$ cat src/rtl/score_tally.sv
// score_tally: rhythm-game score keeper.
// Counts per-lane hit and miss rising edges while a song is in PLAY, keeps
// a saturating binary score (shown as 4 BCD digits one cycle later), a
// combo / max-combo pair and a judged-note counter that ends the song.
// Optional feature macro: SCORE_TALLY_COMBO_BONUS_EN -- doubles the points
// of every hit while the combo entering the cycle is 10 or more.
module score_tally #(
  parameter int NUM_NOTES = 32,
  parameter int POINTS    = 10
) (
  input  logic        frame_clk,
  input  logic        Reset,
  input  logic [7:0]  keycode,
  input  logic [7:0]  keycode_second,
  input  logic [7:0]  score_in,
  input  logic [7:0]  miss_in,
  output logic [15:0] score_bcd,
  output logic [7:0]  combo,
  output logic [7:0]  max_combo,
  output logic [7:0]  judged,
  output logic [1:0]  state_out,
  output logic        hit_pulse
);

  typedef enum logic [1:0] {
    ST_IDLE = 2'b00,
    ST_PLAY = 2'b01,
    ST_DONE = 2'b10
  } state_t;

  localparam logic [13:0] SCORE_MAX = 14'd9999;

  // Number of set bits in a lane vector (0..8).
  function automatic logic [3:0] popcount8(input logic [7:0] v);
    logic [3:0] c;
    c = 4'd0;
    for (int i = 0; i < 8; i++) begin
      c = c + {3'd0, v[i]};
    end
    return c;
  endfunction

  // Double-dabble conversion of a 0..9999 binary value to 4 BCD digits.
  function automatic logic [15:0] bin_to_bcd(input logic [13:0] bin);
    logic [29:0] sh;
    sh = {16'd0, bin};
    for (int i = 0; i < 14; i++) begin
      if (sh[17:14] >= 4'd5) sh[17:14] = sh[17:14] + 4'd3;
      if (sh[21:18] >= 4'd5) sh[21:18] = sh[21:18] + 4'd3;
      if (sh[25:22] >= 4'd5) sh[25:22] = sh[25:22] + 4'd3;
      if (sh[29:26] >= 4'd5) sh[29:26] = sh[29:26] + 4'd3;
      sh = sh << 1;
    end
    return sh[29:14];
  endfunction

  state_t      state_r, state_next_s;
  logic [7:0]  hit_hist_r, miss_hist_r;
  logic [13:0] score_bin_r;
  logic [15:0] score_bcd_r;
  logic [7:0]  combo_r, max_combo_r, judged_r;
  logic        hit_pulse_r;

  logic        quit_s, start_s, count_en_s, start_edge_s, song_over_s;
  logic [7:0]  hit_rise_s, miss_rise_s;
  logic [3:0]  h_s, m_s;
  logic [15:0] pts_s, add_s, score_sum_s;
  logic [13:0] score_next_s;
  logic [8:0]  combo_sum_s;
  logic [7:0]  combo_hit_s, combo_next_s, max_next_s, judged_next_s;
  logic [9:0]  judged_sum_s;

  assign quit_s       = (keycode == 8'h01) || (keycode_second == 8'h01);
  assign start_s      = (keycode == 8'h2c) || (keycode_second == 8'h2c);
  assign start_edge_s = (state_r == ST_IDLE) && start_s && !quit_s;
  assign count_en_s   = (state_r == ST_PLAY) && !quit_s;
  assign song_over_s  = ({24'd0, judged_r} >= 32'(NUM_NOTES));

  assign hit_rise_s  = score_in & ~hit_hist_r;
  assign miss_rise_s = miss_in & ~miss_hist_r;
  assign h_s         = popcount8(hit_rise_s);
  assign m_s         = popcount8(miss_rise_s);

  // Points per hit this cycle; the bonus looks at the combo entering the cycle.
  always_comb begin
    pts_s = 16'(POINTS);
`ifdef SCORE_TALLY_COMBO_BONUS_EN
    if (combo_r >= 8'd10) begin
      pts_s = 16'(2 * POINTS);
    end else begin
      pts_s = 16'(POINTS);
    end
`endif
  end

  // Next values of score, combo, max_combo and judged for a counting cycle.
  always_comb begin
    add_s       = 16'(h_s) * pts_s;
    score_sum_s = {2'b00, score_bin_r} + add_s;
    if (score_sum_s > {2'b00, SCORE_MAX}) begin
      score_next_s = SCORE_MAX;
    end else begin
      score_next_s = score_sum_s[13:0];
    end

    combo_sum_s = {1'b0, combo_r} + {5'd0, h_s};
    if (combo_sum_s > 9'd255) begin
      combo_hit_s = 8'd255;
    end else begin
      combo_hit_s = combo_sum_s[7:0];
    end

    // Hits land first (feeding max_combo), then any miss breaks the combo.
    if (combo_hit_s > max_combo_r) begin
      max_next_s = combo_hit_s;
    end else begin
      max_next_s = max_combo_r;
    end

    if (m_s != 4'd0) begin
      combo_next_s = 8'd0;
    end else begin
      combo_next_s = combo_hit_s;
    end

    judged_sum_s = {2'b00, judged_r} + {6'd0, h_s} + {6'd0, m_s};
    if (judged_sum_s > 10'd255) begin
      judged_next_s = 8'd255;
    end else begin
      judged_next_s = judged_sum_s[7:0];
    end
  end

  // Song state register.
  always_ff @(posedge frame_clk or negedge Reset) begin
    if (!Reset) begin
      state_r <= ST_IDLE;
    end else begin
      state_r <= state_next_s;
    end
  end

  // Next-state logic; quit wins over start.
  always_comb begin
    state_next_s = state_r;
    case (state_r)
      ST_IDLE: begin
        if (quit_s) begin
          state_next_s = ST_IDLE;
        end else if (start_s) begin
          state_next_s = ST_PLAY;
        end else begin
          state_next_s = ST_IDLE;
        end
      end
      ST_PLAY: begin
        if (quit_s) begin
          state_next_s = ST_IDLE;
        end else if (song_over_s) begin
          state_next_s = ST_DONE;
        end else begin
          state_next_s = ST_PLAY;
        end
      end
      ST_DONE: begin
        if (quit_s) begin
          state_next_s = ST_IDLE;
        end else begin
          state_next_s = ST_DONE;
        end
      end
      default: state_next_s = ST_IDLE;
    endcase
  end

  // Edge-detect history follows the lane levels in every state.
  always_ff @(posedge frame_clk or negedge Reset) begin
    if (!Reset) begin
      hit_hist_r  <= 8'd0;
      miss_hist_r <= 8'd0;
    end else begin
      hit_hist_r  <= score_in;
      miss_hist_r <= miss_in;
    end
  end

  // Song counters: cleared on start, updated in PLAY, held otherwise.
  always_ff @(posedge frame_clk or negedge Reset) begin
    if (!Reset) begin
      score_bin_r <= 14'd0;
      score_bcd_r <= 16'h0000;
      combo_r     <= 8'd0;
      max_combo_r <= 8'd0;
      judged_r    <= 8'd0;
      hit_pulse_r <= 1'b0;
    end else if (start_edge_s) begin
      score_bin_r <= 14'd0;
      score_bcd_r <= 16'h0000;
      combo_r     <= 8'd0;
      max_combo_r <= 8'd0;
      judged_r    <= 8'd0;
      hit_pulse_r <= 1'b0;
    end else if (count_en_s) begin
      score_bin_r <= score_next_s;
      score_bcd_r <= bin_to_bcd(score_bin_r);
      combo_r     <= combo_next_s;
      max_combo_r <= max_next_s;
      judged_r    <= judged_next_s;
      hit_pulse_r <= (h_s != 4'd0);
    end else begin
      score_bcd_r <= bin_to_bcd(score_bin_r);
      hit_pulse_r <= 1'b0;
    end
  end

  assign score_bcd = score_bcd_r;
  assign combo     = combo_r;
  assign max_combo = max_combo_r;
  assign judged    = judged_r;
  assign state_out = state_r;
  assign hit_pulse = hit_pulse_r;

endmodule

$ cat config.mk
export PLATFORM = sky130hd
export DESIGN_NAME = score_tally
export DESIGN_NICKNAME = d
export VERILOG_FILES = /design/src/rtl/score_tally.sv
export SDC_FILE = /design/constraint.sdc
export NUM_CORES = 1
export LEC_CHECK = 0
export CAP_MARGIN = 20
export CORE_ASPECT_RATIO = 0.75
export CORE_MARGIN = 5
export CORE_UTILIZATION = 60
export DETAILED_ROUTE_END_ITERATION = 10
export HOLD_SLACK_MARGIN = 0.08
export PLACE_DENSITY = 0.83
export SETUP_SLACK_MARGIN = 0.02
export SYNTH_ARGS = -nofsm -noshare
export SYNTH_HDL_FRONTEND = slang
export SYNTH_SLANG_ARGS = --single-unit
$ cat constraint.sdc
create_clock -name frame_clk -period 19.95 [get_ports frame_clk]
set_input_delay 3.99 -clock frame_clk [delete_from_list [all_inputs] [get_ports frame_clk]]
set_output_delay 3.99 -clock frame_clk [all_outputs]
set_load 0.02 [all_outputs]
; ---- Yosys cells after proc, flatten, opt, wreduce, memory -nomap -nowiden
; Index checks and enable logic that the tools add are counted.
[totals]
regBits = 73
inputBits = 34
word_cells = 543
[classes]
add_sub_neg = 113
mul = 1
n_lt_le_gt_ge = 100
eq_ne = 6
muxes = 298
bitwise_logic = 4
reduce_logical = 12
[ops]
columns = cell, n
row1 = $mux W4, 212
row2 = $ge A4 B3 Y1 const B, 94
row3 = $add A4 B2 Y4 const B, 72
row4 = $mux W3, 63
row5 = $mux W8, 10
row6 = $add A3 B2 Y3 const B, 22
row7 = $mux W14, 3
row8 = $add A4 B1 Y4, 8
row9 = $mux W16, 2
row10 = $add A8 B4 Y9, 2
row11 = $and A8 B8 Y8, 2
row12 = $eq A8 B1 Y1 const B, 2
row13 = $eq A8 B6 Y1 const B, 2
row14 = $not A8 Y8, 2
row15 = $add A14 B8 Y15, 1
row16 = $gt A15 B14 Y1 const B, 1
row17 = $add A9 B4 Y10, 1
row18 = $gt A10 B8 Y1 const B, 1
row19 = $gt A9 B8 Y1 const B, 1
row20 = $add A3 B1 Y4, 2
row21 = $ge A8 B6 Y1 const B, 1
row22 = $gt A8 B8 Y1, 1
row23 = $reduce_bool A4 Y1, 2
row24 = $mul A4 B3 Y7 const B, 1
row25 = 15 further kinds, 26

; ---- Logic depth before layout (Yosys ltp)
[logic_depth]
word_depth = 54
ltp_mapped = 55

; ---- Least setup slack after synthesis
; Ideal clock, no wire load.
[synth_path]
path_kind = in2reg
start = in score_in[0]
end = reg score_bin_r[10]
t_arrival_ps = 10215
setup_slack_ps = 9616
path_stages = 28
path_buffers = 1
cell_sequence = nor2b_1 -> fa_1 -> inv_1 -> fa_1 -> fa_1 -> inv_1 -> ha_1 -> fa_1 -> xnor2_1 -> inv_1 -> ha_1 -> ha_1 -> fa_1 -> xnor2_1 -> ha_1 -> inv_1 -> o21bai_1 -> xor2_1 -> nor4_1 -> nor3_1 -> maj3_1 -> a21oi_1 -> nor2_1 -> o221ai_1 -> and2_1 -> clkbuf_1 -> a41oi_1 -> o21a_1
[synth_between]
elab_chain_cells = 14
[synth_rtl]
columns = element, line_no
row1 = start: declaration, 15  ; input logic [7:0] score_in,
row2 = $and A8 B8 Y8 (*), 79  ; assign hit_rise_s = score_in & ~hit_hist_r;
row3 = $add A1 B1 Y2 (*), 38  ; c = c + {3'd0, v[i]};
row4 = $add A2 B1 Y3 (*), 38
row5 = $add A3 B1 Y4 (*), 38
row6 = $add A4 B1 Y4 (*) (4 in series), 38
row7 = $mul A4 B3 Y7 (*), 98  ; add_s = 16'(h_s) * pts_s;
row8 = $add A14 B8 Y15 (*), 99  ; score_sum_s = {2'b00, score_bin_r} + add_s;
row9 = $gt A15 B14 Y1, 100  ; if (score_sum_s > {2'b00, SCORE_MAX}) begin
row10 = $mux W14 (*), 100
row11 = $mux W14 (*), 203  ; end else if (count_en_s) begin
row12 = $mux W14 (*), 196  ; end else if (start_edge_s) begin
row13 = end signal: assignment, 204  ; score_bin_r <= score_next_s;
row14 = end: declaration, 59  ; logic [13:0] score_bin_r;
; Every way passes the cells marked *; elsewhere a longest branch is shown, timed or not. The select of a mux whose other input is x is not followed.
; A chain may end at the register's enable or synchronous reset.

; ---- Worst setup path after layout
[layout_path]
start = reg score_bin_r[11]
end = reg score_bcd_r[10] (netlist: score_bcd[10])
[layout_between]
elab_chain_cells = 44
elab_cells_between_ends = 268
cone_classes = add/sub: 54 / order compare: 54 / mux: 160
[layout_rtl]
columns = element, line_no
row1 = $add A4 B2 Y4 / $ge A4 B3 Y1 (equally long branches), 48  ; if (sh[17:14] >= 4'd5) sh[17:14] = sh[17:14] + 4'd3;
row2 = $mux W4, 48
row3 = $mux W4, 203
row4 = $mux W4, 196
row5 = $add A4 B2 Y4 (tied with other cells), 48
row6 = $mux W4 (on tied branches), "48, 49"
row7 = $mux W4, 203
row8 = $mux W4, 196
row9 = (+28 left out), n/a
row10 = $add A4 B2 Y4 (tied with other cells), 49  ; if (sh[21:18] >= 4'd5) sh[21:18] = sh[21:18] + 4'd3;
row11 = $mux W4 (on tied branches), "49, 50"
row12 = $mux W4, 203
row13 = $mux W4, 196
row14 = $add A4 B2 Y4 / $ge A4 B3 Y1 (equally long branches), 50  ; if (sh[25:22] >= 4'd5) sh[25:22] = sh[25:22] + 4'd3;
row15 = $mux W4, 50
row16 = $mux W16 (*), 203
row17 = $mux W16 (*), 196
row18 = end signal: assignment, 205  ; score_bcd_r <= bin_to_bcd(score_bin_r);
row19 = end signal: assignment, 211  ; score_bcd_r <= bin_to_bcd(score_bin_r);
row20 = end: declaration, 60  ; logic [15:0] score_bcd_r;
; Marks and branches as above.

==> results.toml <==
[clock_network]
cts_resized = 0
cts_tree = "yes"
numClockSinks = 73
hold_buffers = 0
clock_latency_ns = 0.34
cts_buffer_depth = 2
post_cts_buffers = 0
numCtsBuffers = 9
htreeDepth = 3
clk_pin_slew_ns = 0.06
ctsRootBufferMaster = "clkbuf_16"

[sta]
fin_crit_sh_pct = 57.9
finalClockSkew_ns = 0.00451
slew-limit-headroom_pct = 33.4
max_freq_mhz = 86.5
final.min_clock_period_ns = 11.56
report.final.slew_viol_count = 0
rsz0062_at_grt = "false"
worst_pin_slew_ns = 0.998
hold_ws_ns = 0.489
setup_violations = 0
setup_tns_ns = 0
finalHoldViolations = 0

[global_route]
antenna_found_initial = 0
use_met1_pct = 36.1
first_global_vias = 7297
grt_usage_pct = 24.7
grtUsageMet2_pct = 37.8
grt_max_degree = 74
grt_use_met3_pct = 5.86
grt.overflow.total = 0
grt_first_pass_wirelength_mm = 35.0
grt-busiest-layer = "met2"

[route]
routed_wirelength_mm = 20.5
dr_total_vias = 7845
dr.pass1.iters = 6
vias_per_cell = 6.39
ant_nets = 0
routedWlPerCell_um = 16.7
drc_errors = 0
drt_iter0_drc = 810

[worst_setup_path]
worstSetupStartpointType = "flip-flop"
reg2reg_depth = 50
critical_path.max_stage_delay_ns = 0.55
cp_slowest_cell = "or4_1"
path_depth = 50
cpMostUsedCell = "ha_1"
cp_top_family = "compound AO/OA/AOI/OAI gates"
cp.required_ns = 20.19
regToRegEndpoint = "score_bcd[10]"
worstPathArrival_ns = 11.80
crit_path_end = "score_bcd[10]"
timing.rr.start = "score_bin_r[11]"
timing_worst_setup_path_type = "reg2reg"
crit_fanout = 11
cp-end-kind = "flip-flop"
reg2reg_slack_ns = 8.39
cp_num_buf_inv = 9
critical_path.startpoint = "score_bin_r[11]"

[cells_and_area]
seq_area_mm2 = 0.00183
nNetsFinal = 1158
layout.cells.non_filler = 1228
design_area_mm2 = 0.00947
final_cell_mix = "83 x inv_1, 77 x a21oi_1, 75 x clkdlybuf4s50_1, 73 x dfrtp_1, 69 x nor2_1"
multiInputGateArea_mm2 = 0.00597
num-fill-cells = 1067
area_delta_synth_final_pct = 14.4
final_common_cell = "inv_1"
n_antenna_cell = 0
drive_gt1_share_pct = 10.4

[pwr]
power_frac_seq_pct = 37.2
internal-power_uw = 294
power_density_mw_per_mm2 = 43.0
p_leak_nw = 4.04
p_total_uw = 407
p_sw_uw = 113
clkPwrFrac_pct = 43.1
combPwrFrac_pct = 19.6
p_sw_share_pct = 27.8
ir_worst_vdd_mv = 0.0424

[synth]
synth_area_leaders = "dfrtp_1 22%, ha_1 9.1%, a21oi_1 4.7%"
synth_edf_count = 0
synth_largest_area_cell = "dfrtp_1"
synth_area_mm2 = 0.00828
synth_warnings = 0
synthCells = 988
ys_async_sr_fraction_pct = 100
ys_seq_area_share_pct = 22.1
synth_top_area_share_pct = 22.1
syn-num-nets = 1098
syn_area_per_cell_um2 = 8.38
ys_seq_elements = 73
synthFlopType = "dfrtp_1"
yosys.cell_types.count = 125

[floorplanning]
chipWidth_um = 146
coreArea_mm2 = 0.0136
die_area_mm2 = 0.0163
die_y_um = 112
initial_core_util_pct = 60.8
io-pin-count = 77
rows = 37

[placement]
dp.cells = 1211
gp_congestion = 0.933
hpwl_mm = 15.3
portBuffers = 76
placement.cell_area_mm2 = 0.00915

[flow_run]
drv_cap = 0

[min_path]
hold_depth = 1
hold_path_class = "reg2reg"

[status]
status = "finished, final reports clean"
## how the worst min path moves through the flow
stage	startpoint	to	slack [ns]
6_report	score_bin_r[0]	score_bcd[0]	0.49
5_1_grt	score_bin_r[0]	score_bcd[0]	0.54
4_1_cts	score_bin_r[0]	score_bcd[0]	0.49
3_5_place_dp	score_bin_r[0]	score_bcd[0]	0.48
3_3_place_gp	score_bin_r[0]	score_bcd[0]	0.47
2_1_floorplan	score_bin_r[0]	score_bcd[0]	0.44
## registers in the layout (all words and copies together), names as in the netlist
signal,count
score_bin_r,14
hit_hist_r,8
judged,8
miss_hist_r,8
max_combo,8
hit_pulse,1
combo,8
state_out,2
score_bcd,16
## Yosys cell counts (all sizes together), types with 11 or more instances
| cell type | number |
|---|---|
| dfrtp | 73 |
| nor4 | 12 |
| a211oi | 26 |
| and2 | 14 |
| clkbuf | 22 |
| nand3 | 31 |
| inv | 90 |
| a21oi | 82 |
| nor2b | 18 |
| a31oi | 16 |
| o211ai | 11 |
| a21o | 23 |
| mux2i | 13 |
| xnor2 | 16 |
| nor2 | 72 |
| fa | 16 |
| nand2b | 14 |
| ha | 60 |
| o22ai | 11 |
| nand4 | 11 |
| nand2 | 64 |
| nor3 | 33 |
| o21ai | 64 |
## power by group through the flow
| stage | Clock, mW | Sequential, mW | Combinational [mW] |
|---|---|---|---|
| after detailed placement | 0 | 0.154 | 0.0775 |
| after CTS | 0.176 | 0.152 | 0.0794 |
| after global routing | 0.184 | 0.152 | 0.0899 |
| after floorplan | 0 | 0.155 | 0.0512 |
| after global placement | 0 | 0.154 | 0.0740 |
| final | 0.176 | 0.152 | 0.0799 |
## cell families (layout without fill, tap and decap cells)
logic type / after synthesis / count (layout) / share of synthesized area, %
compound gates: 350 / 350 / 31.3
simple gates: 313 / 313 / 20.5
buf+inv: 124 / 189 / 5.86
fa+ha+maj: 77 / 77 / 13.1
flops: 73 / 73 / 22.1
xor+xnor: 27 / 27 / 3.79
mux: 24 / 24 / 3.45
## per-stage QoR
step                setup slack (ns)  utilization, %
CTS                             8.51            69.6
global route                    7.49            69.6
finish                          8.39            69.6
global placement                8.52            67.2
detailed placement              8.43            67.2
floorplan                       9.62               -
## worst register-to-register path, delay by kind of cell (launching register included)
family / cells / cell delay [ns]
mux: 1 / 0.35
flops: 1 / 0.53
fa+ha+maj: 11 / 2.94
simple gates: 12 / 2.90
xor+xnor: 3 / 0.67
buf+inv: 9 / 1.02
compound gates: 14 / 3.07
## final cells by class
cell class                 instances  share of cell area (%)
sequential                        73                    19.3
clock inverter                     7                   0.990
timing repair buffer              81                    8.37
clock buffer                       9                    2.38
tap                              175                    2.31
multi-input combinational        791                    63.0
inverter                          92                    3.65
## layer usage
layer | routed length (um) | up-vias
met5 | 0 | -
met3 | 1570 | 39
met1 | 9660 | 3667
met2 | 8990 | 303
li1 | - | 3836
met4 | 288 | 0
No activity file was read; power rests on OpenSTA's default activity.
